File: src/rtl/hazard_pkg.sv
// Shared types for the pipeline hazard tracker.
// Tag record carried alongside each instruction through EX, MEM and WB.
package hazard_pkg;

  localparam int TAG_AW = 5;
  localparam int CNT_DW = 16;

  typedef struct packed {
    logic [TAG_AW-1:0] rd;
    logic              regWrite;
    logic              memRead;
    logic              valid;
  } tag_t;

  localparam tag_t BUBBLE_TAG = '{
    rd:       '0,
    regWrite: 1'b0,
    memRead:  1'b0,
    valid:    1'b0
  };

  typedef enum logic [1:0] {
    FREEZE,
    FLUSH,
    STALL,
    RUN
  } ctl_e;

endpackage

File: src/rtl/pipe_hazard_tracker_if.sv
// ID-side inputs and stall/flush/tag outputs of the hazard tracker.
// master = pipeline driving ID info, slave = tracker.
interface pipe_hazard_tracker_if #(
  parameter int REG_AW = 5,
  parameter int CNT_W  = 16
);
  logic              id_valid;
  logic [REG_AW-1:0] id_rs1;
  logic [REG_AW-1:0] id_rs2;
  logic              id_rs1_used;
  logic              id_rs2_used;
  logic [REG_AW-1:0] id_rd;
  logic              id_regWrite;
  logic              id_memRead;
  logic              ex_branch_taken;
  logic              mem_busy;
  logic              pc_write;
  logic              if_id_write;
  logic              if_id_flush;
  logic              id_ex_bubble;
  logic [REG_AW-1:0] ex_mem_regRd;
  logic              ex_mem_regWrite;
  logic [REG_AW-1:0] mem_wb_regRd;
  logic              mem_wb_regWrite;
  logic [CNT_W-1:0]  stall_cnt;
  logic [CNT_W-1:0]  flush_cnt;

  modport master (
    output id_valid, id_rs1, id_rs2,
    output id_rs1_used, id_rs2_used,
    output id_rd, id_regWrite, id_memRead,
    output ex_branch_taken, mem_busy,
    input  pc_write, if_id_write,
    input  if_id_flush, id_ex_bubble,
    input  ex_mem_regRd, ex_mem_regWrite,
    input  mem_wb_regRd, mem_wb_regWrite,
    input  stall_cnt, flush_cnt
  );

  modport slave (
    input  id_valid, id_rs1, id_rs2,
    input  id_rs1_used, id_rs2_used,
    input  id_rd, id_regWrite, id_memRead,
    input  ex_branch_taken, mem_busy,
    output pc_write, if_id_write,
    output if_id_flush, id_ex_bubble,
    output ex_mem_regRd, ex_mem_regWrite,
    output mem_wb_regRd, mem_wb_regWrite,
    output stall_cnt, flush_cnt
  );
endinterface

File: src/rtl/sat_counter.sv
// Event counter that sticks at all-ones instead of wrapping.
module sat_counter #(
  parameter int CNT_W = 16
) (
  input  logic             clk_i,
  input  logic             rst_ni,
  input  logic             en_i,
  output logic [CNT_W-1:0] cnt_o
);

  logic [CNT_W-1:0] cnt_q, cnt_d;

  always_comb begin
    cnt_d = cnt_q;
    if (en_i && (cnt_q != '1))
      cnt_d = cnt_q + 1'b1;
  end

  always_ff @(posedge clk_i or negedge rst_ni) begin
    if (!rst_ni) cnt_q <= '0;
    else         cnt_q <= cnt_d;
  end

  assign cnt_o = cnt_q;

endmodule

File: src/rtl/pipe_hazard_tracker.sv
// Shadow EX/MEM/WB destination tags plus load-use, branch-flush
// and memory-wait control for the 5-stage pipeline.
module pipe_hazard_tracker
  import hazard_pkg::*;
#(
  parameter int REG_AW = TAG_AW,
  parameter int CNT_W  = CNT_DW
) (
  input logic                 CLK,
  input logic                 RST_N,
  pipe_hazard_tracker_if.slave hz
);

  tag_t idex_q, idex_d;
  tag_t exmem_q, memwb_q;
  ctl_e ctl;
  logic rs1_hit, rs2_hit, load_use;
  logic frz, fls, stl;

  assign rs1_hit = hz.id_valid & hz.id_rs1_used
                 & (hz.id_rs1 == idex_q.rd);
  assign rs2_hit = hz.id_valid & hz.id_rs2_used
                 & (hz.id_rs2 == idex_q.rd);

  assign load_use = idex_q.memRead & idex_q.regWrite
                  & (idex_q.rd != '0)
                  & (rs1_hit | rs2_hit);

  // Mutually exclusive terms; reset forces RUN outputs.
  assign frz = RST_N & hz.mem_busy;
  assign fls = RST_N & ~hz.mem_busy & hz.ex_branch_taken;
  assign stl = RST_N & ~hz.mem_busy
             & ~hz.ex_branch_taken & load_use;

  always_comb begin
    ctl = RUN;
    unique case (1'b1)
      frz:     ctl = FREEZE;
      fls:     ctl = FLUSH;
      stl:     ctl = STALL;
      default: ctl = RUN;
    endcase
  end

  always_comb begin
    hz.pc_write     = 1'b1;
    hz.if_id_write  = 1'b1;
    hz.if_id_flush  = 1'b0;
    hz.id_ex_bubble = 1'b0;
    unique case (ctl)
      FREEZE: begin
        hz.pc_write    = 1'b0;
        hz.if_id_write = 1'b0;
      end
      FLUSH: begin
        hz.if_id_flush  = 1'b1;
        hz.id_ex_bubble = 1'b1;
      end
      STALL: begin
        hz.pc_write     = 1'b0;
        hz.if_id_write  = 1'b0;
        hz.id_ex_bubble = 1'b1;
      end
      default: ;
    endcase
  end

  always_comb begin
    idex_d          = BUBBLE_TAG;
    idex_d.rd       = hz.id_rd;
    idex_d.regWrite = hz.id_regWrite & hz.id_valid;
    idex_d.memRead  = hz.id_memRead;
    idex_d.valid    = hz.id_valid;
    if (ctl == FLUSH || ctl == STALL)
      idex_d = BUBBLE_TAG;
  end

  always_ff @(posedge CLK or negedge RST_N) begin
    if (!RST_N) begin
      idex_q  <= BUBBLE_TAG;
      exmem_q <= BUBBLE_TAG;
      memwb_q <= BUBBLE_TAG;
    end else if (ctl != FREEZE) begin
      idex_q  <= idex_d;
      exmem_q <= idex_q;
      memwb_q <= exmem_q;
    end
  end

  assign hz.ex_mem_regRd    = exmem_q.rd;
  assign hz.ex_mem_regWrite = exmem_q.regWrite;
  assign hz.mem_wb_regRd    = memwb_q.rd;
  assign hz.mem_wb_regWrite = memwb_q.regWrite;

  sat_counter #(.CNT_W(CNT_W)) u_stall_cnt (
    .clk_i  (CLK),
    .rst_ni (RST_N),
    .en_i   (ctl == STALL),
    .cnt_o  (hz.stall_cnt)
  );

  sat_counter #(.CNT_W(CNT_W)) u_flush_cnt (
    .clk_i  (CLK),
    .rst_ni (RST_N),
    .en_i   (ctl == FLUSH),
    .cnt_o  (hz.flush_cnt)
  );

endmodule

File: src/flat_wrapper.sv
// flat-port wrapper written by rule: the top's interface ports become plain ports
module pipe_hazard_tracker_flat import hazard_pkg::*;
#(
  parameter int REG_AW = TAG_AW,
  parameter int CNT_W  = CNT_DW
)
  (CLK, RST_N, hz_id_valid, hz_id_rs1, hz_id_rs2, hz_id_rs1_used, hz_id_rs2_used, hz_id_rd, hz_id_regWrite, hz_id_memRead, hz_ex_branch_taken, hz_mem_busy, hz_pc_write, hz_if_id_write, hz_if_id_flush, hz_id_ex_bubble, hz_ex_mem_regRd, hz_ex_mem_regWrite, hz_mem_wb_regRd, hz_mem_wb_regWrite, hz_stall_cnt, hz_flush_cnt);
  pipe_hazard_tracker_if #(.REG_AW(REG_AW), .CNT_W(CNT_W)) hz_i ();
  input logic CLK;
  input logic RST_N;
  input wire logic [$bits(hz_i.id_valid)-1:0] hz_id_valid;
  input wire logic [$bits(hz_i.id_rs1)-1:0] hz_id_rs1;
  input wire logic [$bits(hz_i.id_rs2)-1:0] hz_id_rs2;
  input wire logic [$bits(hz_i.id_rs1_used)-1:0] hz_id_rs1_used;
  input wire logic [$bits(hz_i.id_rs2_used)-1:0] hz_id_rs2_used;
  input wire logic [$bits(hz_i.id_rd)-1:0] hz_id_rd;
  input wire logic [$bits(hz_i.id_regWrite)-1:0] hz_id_regWrite;
  input wire logic [$bits(hz_i.id_memRead)-1:0] hz_id_memRead;
  input wire logic [$bits(hz_i.ex_branch_taken)-1:0] hz_ex_branch_taken;
  input wire logic [$bits(hz_i.mem_busy)-1:0] hz_mem_busy;
  output wire logic [$bits(hz_i.pc_write)-1:0] hz_pc_write;
  output wire logic [$bits(hz_i.if_id_write)-1:0] hz_if_id_write;
  output wire logic [$bits(hz_i.if_id_flush)-1:0] hz_if_id_flush;
  output wire logic [$bits(hz_i.id_ex_bubble)-1:0] hz_id_ex_bubble;
  output wire logic [$bits(hz_i.ex_mem_regRd)-1:0] hz_ex_mem_regRd;
  output wire logic [$bits(hz_i.ex_mem_regWrite)-1:0] hz_ex_mem_regWrite;
  output wire logic [$bits(hz_i.mem_wb_regRd)-1:0] hz_mem_wb_regRd;
  output wire logic [$bits(hz_i.mem_wb_regWrite)-1:0] hz_mem_wb_regWrite;
  output wire logic [$bits(hz_i.stall_cnt)-1:0] hz_stall_cnt;
  output wire logic [$bits(hz_i.flush_cnt)-1:0] hz_flush_cnt;
  assign hz_i.id_valid = hz_id_valid;
  assign hz_i.id_rs1 = hz_id_rs1;
  assign hz_i.id_rs2 = hz_id_rs2;
  assign hz_i.id_rs1_used = hz_id_rs1_used;
  assign hz_i.id_rs2_used = hz_id_rs2_used;
  assign hz_i.id_rd = hz_id_rd;
  assign hz_i.id_regWrite = hz_id_regWrite;
  assign hz_i.id_memRead = hz_id_memRead;
  assign hz_i.ex_branch_taken = hz_ex_branch_taken;
  assign hz_i.mem_busy = hz_mem_busy;
  assign hz_pc_write = hz_i.pc_write;
  assign hz_if_id_write = hz_i.if_id_write;
  assign hz_if_id_flush = hz_i.if_id_flush;
  assign hz_id_ex_bubble = hz_i.id_ex_bubble;
  assign hz_ex_mem_regRd = hz_i.ex_mem_regRd;
  assign hz_ex_mem_regWrite = hz_i.ex_mem_regWrite;
  assign hz_mem_wb_regRd = hz_i.mem_wb_regRd;
  assign hz_mem_wb_regWrite = hz_i.mem_wb_regWrite;
  assign hz_stall_cnt = hz_i.stall_cnt;
  assign hz_flush_cnt = hz_i.flush_cnt;
  pipe_hazard_tracker #(.REG_AW(REG_AW), .CNT_W(CNT_W)) u_core (.CLK(CLK), .RST_N(RST_N), .hz(hz_i));
endmodule
File: config.mk
export PLATFORM = sky130hd
export DESIGN_NAME = pipe_hazard_tracker_flat
export DESIGN_NICKNAME = d
export VERILOG_FILES = /design/src/rtl/hazard_pkg.sv /design/src/rtl/pipe_hazard_tracker_if.sv /design/src/rtl/sat_counter.sv /design/src/rtl/pipe_hazard_tracker.sv /design/src/flat_wrapper.sv
export SDC_FILE = /design/constraint.sdc
export NUM_CORES = 1
export LEC_CHECK = 0
export CAP_MARGIN = 20
export CORE_ASPECT_RATIO = 1.25
export CORE_UTILIZATION = 47
export DETAILED_ROUTE_END_ITERATION = 12
export PLACE_DENSITY = 0.8
export SETUP_SLACK_MARGIN = 0.1
export SYNTH_ARGS = -nofsm -noshare
export SYNTH_HDL_FRONTEND = slang
export SYNTH_SLANG_ARGS = --single-unit
File: constraint.sdc
create_clock -name CLK -period 2.33 [get_ports CLK]
set_input_delay 0.466 -clock CLK [delete_from_list [all_inputs] [get_ports CLK]]
set_output_delay 0.466 -clock CLK [all_outputs]
set_load 0.02 [all_outputs]
==> out/qor.yml <==
status:
  status: "finished with violations"
  failed_checks: "negative setup slack"
floorplanning:
  start_util_pct: 48.6
  fp.dieArea_um2: 5510
  io-pin-count: 72
  core_area_um2: 5040
  chipHeight_um: 82.8
  row_count: 29
  die_w_um: 66.6
clock_network:
  cts_root_buffer: "sky130_fd_sc_hd__clkbuf_8"
  buffer_depth_of_the_longest_clock_path: 2
  cts_tree: "built"
  cts_num_sinks: 51
  cts.reportedPaths.clkPinSlew_ns: 0.09
  postCtsHoldBufs: 0
  cts_buffers: 5
  worst_skew_pair.late_latency_ns: 0.30
  htree_num_levels: 2
placement:
  io_buffers: 71
  preCtsSetupSlack_ns: -0.701
  placement.cell_area_um2: 3350
  place.gp.congestion: 0.858
  dp_hpwl_mm: 3.99
sta:
  period_utilization_post_route_pct: 104
  time_the_worst_path_needs_with_i_o_delays_and_setup_ns: 2.42
  final.setup_skew_ns: 0.00536
  timing_hold_violations_final: 0
  layout_setup_ws_ns: -0.0861
  worstMarginPinSlew_ns: 0.715
  maxClockFrequency_mhz: 414
  rsz0062_at_grt: "yes"
  timing.slew.headroom_pct: 52.1
  number_of_failing_setup_endpoints_in_the_final_timing_report: 12
  tns_ns: -0.557
  slew_violations: 0
synthesis:
  synth-edff-count: 0
  synth.top_cells.by_area: "sky130_fd_sc_hd__dfrtp_1, sky130_fd_sc_hd__xor2_1, sky130_fd_sc_hd__nand2_1"
  synthMostInstantiatedCell: "sky130_fd_sc_hd__nand2_1"
  synth.largest_area_cell: "sky130_fd_sc_hd__dfrtp_1"
  postSynth.topFlopCell: "sky130_fd_sc_hd__dfrtp_1"
  postSynth.asyncResetShare_pct: 100
  synthesis.area_um2: 2450
  syn-mean-instance-area_um2: 9.85
  synth_top_cell_area_share_pct: 52.0
  syn-instance-count: 249
  ys.warnings.count: 0
  synth_sequential_area_ratio_pct: 52.0
  mappedNetlistNets: 276
  synthDistinctLibCells: 34
  ys_seq_elements: 51
  ys_top_cells_by_count: "sky130_fd_sc_hd__nand2_1, sky130_fd_sc_hd__dfrtp_1, sky130_fd_sc_hd__xor2_1, sky130_fd_sc_hd__nand3_1, sky130_fd_sc_hd__nor2_1"
worst_setup_path:
  critical_path_arrival_ns: 2.64
  crit_fanout: 4
  crit_path_end_kind: "flip-flop"
  crit_chain: "xor2_1, nor4_2, nand3_1, a21oi_2, ha_4, buf_6, nand4_1, buf_4, a211oi_2, xor2_1"
  kind_of_critical_path: "reg2reg"
  critical_path.max_stage_delay_ns: 0.45
  worst_ep_required_time_ns: 2.55
  critical_path.most_common_cell: "sky130_fd_sc_hd__xor2_1"
  setup.worst_path.start_class: "flip-flop"
  critical_path_slowest_stage_cell: "sky130_fd_sc_hd__dfrtp_1"
layout:
  design_area_um2: 3620
  area.growth.synth_to_final_pct: 47.6
  share_of_post_route_cells_with_drive_strength_above_1_pct: 18.2
  nNetsFinal: 373
  number_of_diodes: 0
route:
  ant_nets: 0
  detailedRoute.firstPassIterationCount: 4
  wl_per_cell_um: 13.7
  route.vias.total: 2145
  routed_wirelength_mm: 5.62
  detail_route.iter0.violations: 157
  avgViaCountPerCell: 5.24
  drcViolationCount: 0
grt:
  grt_start_max_net_pins: 45
  global_route_wire_length_before_repair_mm: 9.38
  grt_pass1_vias: 2059
  grt_util_all_layers_pct: 22.2
  grt_overflow: 0
  antenna_found_initial: 0
job:
  max_cap_viol_count: 0
pwr:
  cellLeakagePower_nw: 1.70
  power_density_nw_per_um2: 561
  peakVddDrop_uv: 543
min_path:
  worst_hold_path_type: "in2async"
final timing paths:
kind | depth (start not counted) | endpoint | startpoint | slack [ns]
max reg2reg | 10 | u_core.u_stall_cnt.cnt_o[11] | u_core.idex_q[4] | -0.09
min in group CLK | 2 | u_core.hz.mem_wb_regRd[1] | u_core.hz.mem_wb_regRd[1] | 0.48
min reg2reg | 2 | u_core.hz.mem_wb_regRd[1] | u_core.hz.mem_wb_regRd[1] | 0.48
max | 10 | u_core.u_stall_cnt.cnt_o[11] | u_core.idex_q[4] | -0.09
max in group asynchronous | 3 | u_core.u_stall_cnt.cnt_o[7] | RST_N | 1.46
min | 2 | u_core.u_flush_cnt.cnt_o[3] | RST_N | 0.12
worst max-delay path, delay by kind of cell (launching register included):
family	cells	cell delay [ns]
and+or+nand+nor	3	0.64
adders and majority gates	1	0.17
buffers and inverters	2	0.34
xor gates and xnor gates	2	0.35
AOI/OAI and AO/OA	2	0.38
DFF	1	0.45
per-layer routing:
layer / vias up / global-route usage [%] / share of wire, %
met3: 9 / 4.40 / 4.1
li1: 1049 / - / -
met1: 1029 / 28.5 / 43
met4: 0 / 8.09 / 1.8
met2: 58 / 37.0 / 51
met5: - / 0 / 0
layout make-up:
cell class / instances / area (um2)
inverters: 3 / 13.8
multi-input cells: 189 / 1260
flip-flops and latches: 51 / 1280
repair buffers: 96 / 908
clock buffers: 7 / 76.3
well taps: 62 / 77.6
clock inverters: 1 / 5.00
fillers: 360 / 1430
where the power goes:
group | leakage, nW | internal (mW) | switching, mW
Combinational | 0.989 | 0.242 | 0.236
Sequential | 0.674 | 0.964 | 0.0975
Clock | 0.0422 | 0.211 | 0.278
Total | 1.70 | 1.42 | 0.611
flip-flops by register name (all words and copies together), names as in the netlist:
name,flops
u_core.hz.mem_wb_regWrite,1
u_core.idex_q,7
u_core.hz.ex_mem_regRd,5
u_core.u_stall_cnt.cnt_o,16
u_core.hz.ex_mem_regWrite,1
u_core.hz.mem_wb_regRd,5
u_core.u_flush_cnt.cnt_o,16
cell usage in the layout, fill, tap and decap left out, types with 3 or more instances in the layout:
| cell type | n |
|---|---|
| sky130_fd_sc_hd__buf_6 | 6 |
| sky130_fd_sc_hd__a21oi_1 | 3 |
| sky130_fd_sc_hd__dlygate4sd2_1 | 7 |
| sky130_fd_sc_hd__nor4_2 | 3 |
| sky130_fd_sc_hd__dfrtp_1 | 51 |
| sky130_fd_sc_hd__nand2_1 | 63 |
| sky130_fd_sc_hd__clkbuf_8 | 5 |
| sky130_fd_sc_hd__nor2_1 | 12 |
| sky130_fd_sc_hd__nor3_1 | 6 |
| sky130_fd_sc_hd__buf_4 | 22 |
| sky130_fd_sc_hd__xor2_1 | 29 |
| sky130_fd_sc_hd__nand3_1 | 17 |
| sky130_fd_sc_hd__xnor2_1 | 5 |
| sky130_fd_sc_hd__a211oi_2 | 3 |
| sky130_fd_sc_hd__nand4_1 | 9 |
| sky130_fd_sc_hd__clkdlybuf4s50_1 | 56 |
| sky130_fd_sc_hd__nor4_1 | 3 |
| sky130_fd_sc_hd__dlymetal6s2s_1 | 3 |
metrics by stage:
stage          util [%]  cells  power [mW]  hold slack [ns]
2_1_floorplan         -    249        1.29            0.170
3_3_place_gp       66.5    396        1.54            0.446
3_5_place_dp       66.5    396        1.55            0.449
4_1_cts            70.5    407        2.05            0.119
5_1_grt            71.7    409        2.14            0.121
6_report           71.7    409        2.03            0.123
repair_timing:
action	4_1_cts	5_1_grt
pin swaps	12	14
gates cloned	0	0
endpoints found under the setup margin	20	22
gates resized for setup	48	10
buffers inserted	3	2
logic make-up (layout without fill, tap and decap cells):
kind of cell,Yosys count,in the layout,share of synthesized area [%]
AND/OR/NAND/NOR,133,133,26.7
flip-flops,51,51,52.0
multiplexers,2,2,0.918
adder cells (fa/ha/maj),3,3,1.53
AO/OA/AOI/OAI,16,16,4.39
XOR/XNOR,35,35,12.5
buffers and inverters,9,107,1.94
(Power assumes the default switching activity.)
